**config.mk**
```make
export PLATFORM = sky130hd
export DESIGN_NAME = adder_8bit
export DESIGN_NICKNAME = d
export VERILOG_FILES = /design/src/rtl/adder_8bit.sv
export SDC_FILE = /design/constraint.sdc
export NUM_CORES = 1
export LEC_CHECK = 0
export ABC_AREA = 1
export CAP_MARGIN = 10
export CORE_AREA = 2 2 39 41
export CTS_CLUSTER_DIAMETER = 40
export DETAILED_ROUTE_END_ITERATION = 6
export DIE_AREA = 0 0 41 43
export PLACE_DENSITY = 0.83
export SLEW_MARGIN = 20
export SYNTH_ARGS = -nofsm -noshare
export SYNTH_HDL_FRONTEND = slang
export SYNTH_SLANG_ARGS = --single-unit
```
**constraint.sdc**
```tcl
create_clock -name clk -period 0.8 [get_ports clk]
set_clock_uncertainty 0.2 [all_clocks]
set_input_delay 0.16 -clock clk [delete_from_list [all_inputs] [get_ports clk]]
set_output_delay 0.16 -clock clk [all_outputs]
set_load 0.1 [all_outputs]
```
**src/rtl/adder_8bit.sv**
```systemverilog
// Registered ripple-carry adder: sum, carry-out and signed overflow, one-cycle latency.
// Define ADDER8_SUB_EN to add the sub port (a - b computed as a + ~b + 1).
`timescale 1ns/1ps
module adder_8bit #(
   parameter int WIDTH = 8
) (
   input  logic             clk,
   input  logic             reset,
   input  logic [WIDTH-1:0] a,
   input  logic [WIDTH-1:0] b,
`ifdef ADDER8_SUB_EN
   input  logic             sub,
`endif
   output logic [WIDTH-1:0] sum,
   output logic             carry,
   output logic             overflow
);

   logic [WIDTH-1:0] b_eff;
   logic             cin;
   logic [WIDTH:0]   c;
   logic [WIDTH-1:0] s;

   logic [WIDTH-1:0] sum_q, sum_d;
   logic             carry_q, carry_d;
   logic             ovf_q, ovf_d;

   always_comb begin
`ifdef ADDER8_SUB_EN
      b_eff = sub ? ~b : b;
      cin   = sub;
`else
      b_eff = b;
      cin   = 1'b0;
`endif
   end

   // Explicit full-adder cells so the chain stays a ripple structure.
   always_comb begin
      c    = '0;
      s    = '0;
      c[0] = cin;
      for (int i = 0; i < WIDTH; i++) begin
         s[i]   = a[i] ^ b_eff[i] ^ c[i];
         c[i+1] = (a[i] & b_eff[i]) | (a[i] & c[i]) | (b_eff[i] & c[i]);
      end
   end

   always_comb begin
      sum_d   = s;
      carry_d = c[WIDTH];
      ovf_d   = c[WIDTH] ^ c[WIDTH-1];
   end

   always_ff @(posedge clk or posedge reset) begin
      if (reset) begin
         sum_q   <= '0;
         carry_q <= 1'b0;
         ovf_q   <= 1'b0;
      end else begin
         sum_q   <= sum_d;
         carry_q <= carry_d;
         ovf_q   <= ovf_d;
      end
   end

   assign sum      = sum_q;
   assign carry    = carry_q;
   assign overflow = ovf_q;

endmodule

```
==> impl_results.md <==
* H-tree depth at 1
* Wirelength per Cell at 12.68 um
* First-pass GRT wire length at 1524 um
* Starting Density at 0.3156
* Worst-path cell chain: buf_6 -> ha_4 -> fa_2 -> fa_2 -> fa_2 -> fa_2 -> fa_2 -> fa_2 -> inv_2 -> fa_2 -> inv_2
* Synthesized Nets at 53
* TritonCTS Buffers at 3
* Die area at 1763 sq um
* DP HPWL at 857.6 um
* Seq/Total Area, Yosys at 0.5731
* Detail Route Antenna Nets at 0
* # IOs at 28
* Fin util at 0.6989
* CP Max Fanout at 2
* Worst Setup End Kind: flop
* Root Buffer: clkbuf_4
* Setup crit start kind: primary input
* Max Cap Viol at 0
* WHS at -0.09859 ns
* Outcome: finished, violations left
* Final #Nets at 89
* Mean Syn Cell Area at 16.17 sq um
* Clk sinks at 10
* Hold worst-path end: sum[0]
* Clk slew on worst S/H paths at 0.06 ns
* Hold depth at 2
* Setup ws final at -2.233 ns
* Largest net degree at the start of global routing at 11
* N_diodes at 0
* Area grow syn2layout at 121.5%
* Antenna violations before repair at 0
* Via count at 331
* Post-synth cell types at 6
* Violated checks: hold timing, setup timing
* Worst hold path type: primary input to flop
* Total wire length at 989 um
* CP peak stage delay at 0.43 ns
* Placer congestion estimate at 0.6536
* CTS tree: built
* Final worst-path cycle share at 3.792
* Slew HR at 0.9295
* Leak pwr at 0.4102 nW
* RSZ-0062 raised after global routing: true
* Vias in the first global route at 377
* Pre-Repair DR Iteration Count at 3
* CP arrival at 3.04 ns
* Synth Cell Area at 436.7 sq um
* Yosys Warn Count at 0
* Row count at 14
* # port buffers at 27
* Mapped Cells at 27
* Die Wd at 41 um
* Number of DRC markers in iteration 0 at 1
* Setup violations, final at 19
* CP Data Required Time at 0.81 ns
* PwrDens at 2526 nW/um^2
* DR DRC count at 0
* Maximum vdd drop at 0.001296 V
* Die height at 43 um
* Worst Setup Slack post-DPL at -2.907 ns
* Maximum root-to-sink buffer count at 2
* Final worst path period need at 3.033 ns
* Crit Path Category: primary input to flop
* Remaining Overflow, GRT at 0
* GRT Total Usage at 0.1445
* Seq cells post-synth at 10
* Worst Max-Slew Pin Slew at 0.1054 ns
* Hold path start: a[0]
* Share of post-route cells with drive strength above 1 at 0.6613
* F_max at 329.7 MHz
* Via density at 4.244
* Critical path's slowest cell: fa_2
* Most frequent CP cell: fa_2
* Endpoints failing hold at 5
* Core area at 1384 sq um
* Final Slew Violations at 0
## cell usage after synthesis
| cell type | count | area, sq um |
|---|---|---|
| fa_1 | 7 | 140.1 |
| inv_1 | 5 | 18.77 |
| ha_1 | 1 | 12.51 |
| nand2_1 | 3 | 11.26 |
| inv_2 | 1 | 3.750 |
| dfrtp_1 | 10 | 250.2 |
## routing by layer
metal / vias to the layer above / routed length (um) / track usage
li1: 146 / - / -
met1: 155 / 247 / 0.1303
met2: 28 / 549 / 0.2406
met3: 2 / 174 / 0.05759
met4: 0 / 17 / 0.1000
met5: - / 0 / 0
## timing repair
action | CTS | global route
setup endpoints to repair | 20 | 19
buffers inserted | 1 | 1
endpoints found under the hold margin | 5 | 1
resized for setup | 14 | 3
pin swaps | 8 | 7
## worst max-delay path by stage
stage / endpoint / slack (ns) / start / depth (start not counted)
after detailed placement: sum[7] / -2.91 / a[0] / 11
after global routing: sum[7] / -2.29 / b[0] / 11
after CTS: sum[7] / -2.42 / b[0] / 11
final: sum[7] / -2.23 / b[0] / 11
after global placement: sum[7] / -2.85 / a[0] / 11
after floorplan: sum[7] / -2.32 / a[0] / 10
## area by class of cell
| type | count | area (sq um) |
|---|---|---|
| multi-input combinational | 11 | 193.9 |
| sequential | 10 | 284.0 |
| tap | 16 | 20.02 |
| timing repair buffer | 31 | 410.4 |
| inverter | 6 | 22.52 |
| fill | 105 | 416.7 |
| clock buffer | 4 | 36.28 |
## power by group
| part | switching (mW) | internal, mW |
|---|---|---|
| Combinational | 0.784 | 0.491 |
| Sequential | 0.0699 | 0.639 |
| Clock | 0.182 | 0.276 |
## cell families after synthesis
| kind of cell | Yosys count | share of synthesized area |
|---|---|---|
| DFF | 10 | 0.5731 |
| adders and majority gates | 8 | 0.3496 |
| buffers and inverters | 6 | 0.05157 |
| and+or+nand+nor | 3 | 0.02579 |
## cell usage in the layout, fill, tap and decap left out, types with 2 or more instances in the layout
cell type	count
buf_12	11
buf_4	3
buf_6	2
clkbuf_4	3
clkdlybuf4s50_1	13
dfrtp_4	9
fa_2	7
inv_1	3
inv_2	3
nand2_1	3
## flip-flops by register name (all words and copies together), names as in the netlist
register and flops:
sum 8, overflow 1, carry 1
## worst max-delay path: cells and delay by family
family / cells / cell delay (ns)
fa+ha+maj: 8 / 2.66
buf+inv: 3 / 0.23
## stage by stage
step / std cells / instance area, sq um / power [mW] / setup TNS (ns) / hold slack, ns
2_1_floorplan: 27 / 500.5 / 1.412 / -15.17 / -0.1996
3_5_place_dp: 72 / 918.4 / 1.996 / -20.63 / 0.2736
4_1_cts: 77 / 964.7 / 2.464 / -18.21 / -0.1047
6_report: 78 / 967.2 / 2.443 / -17.01 / -0.09859
3_3_place_gp: 72 / 918.4 / 1.966 / -20.27 / 0.2735
5_1_grt: 78 / 967.2 / 2.542 / -17.53 / -0.1023
Power figures use the tool's default switching activity.
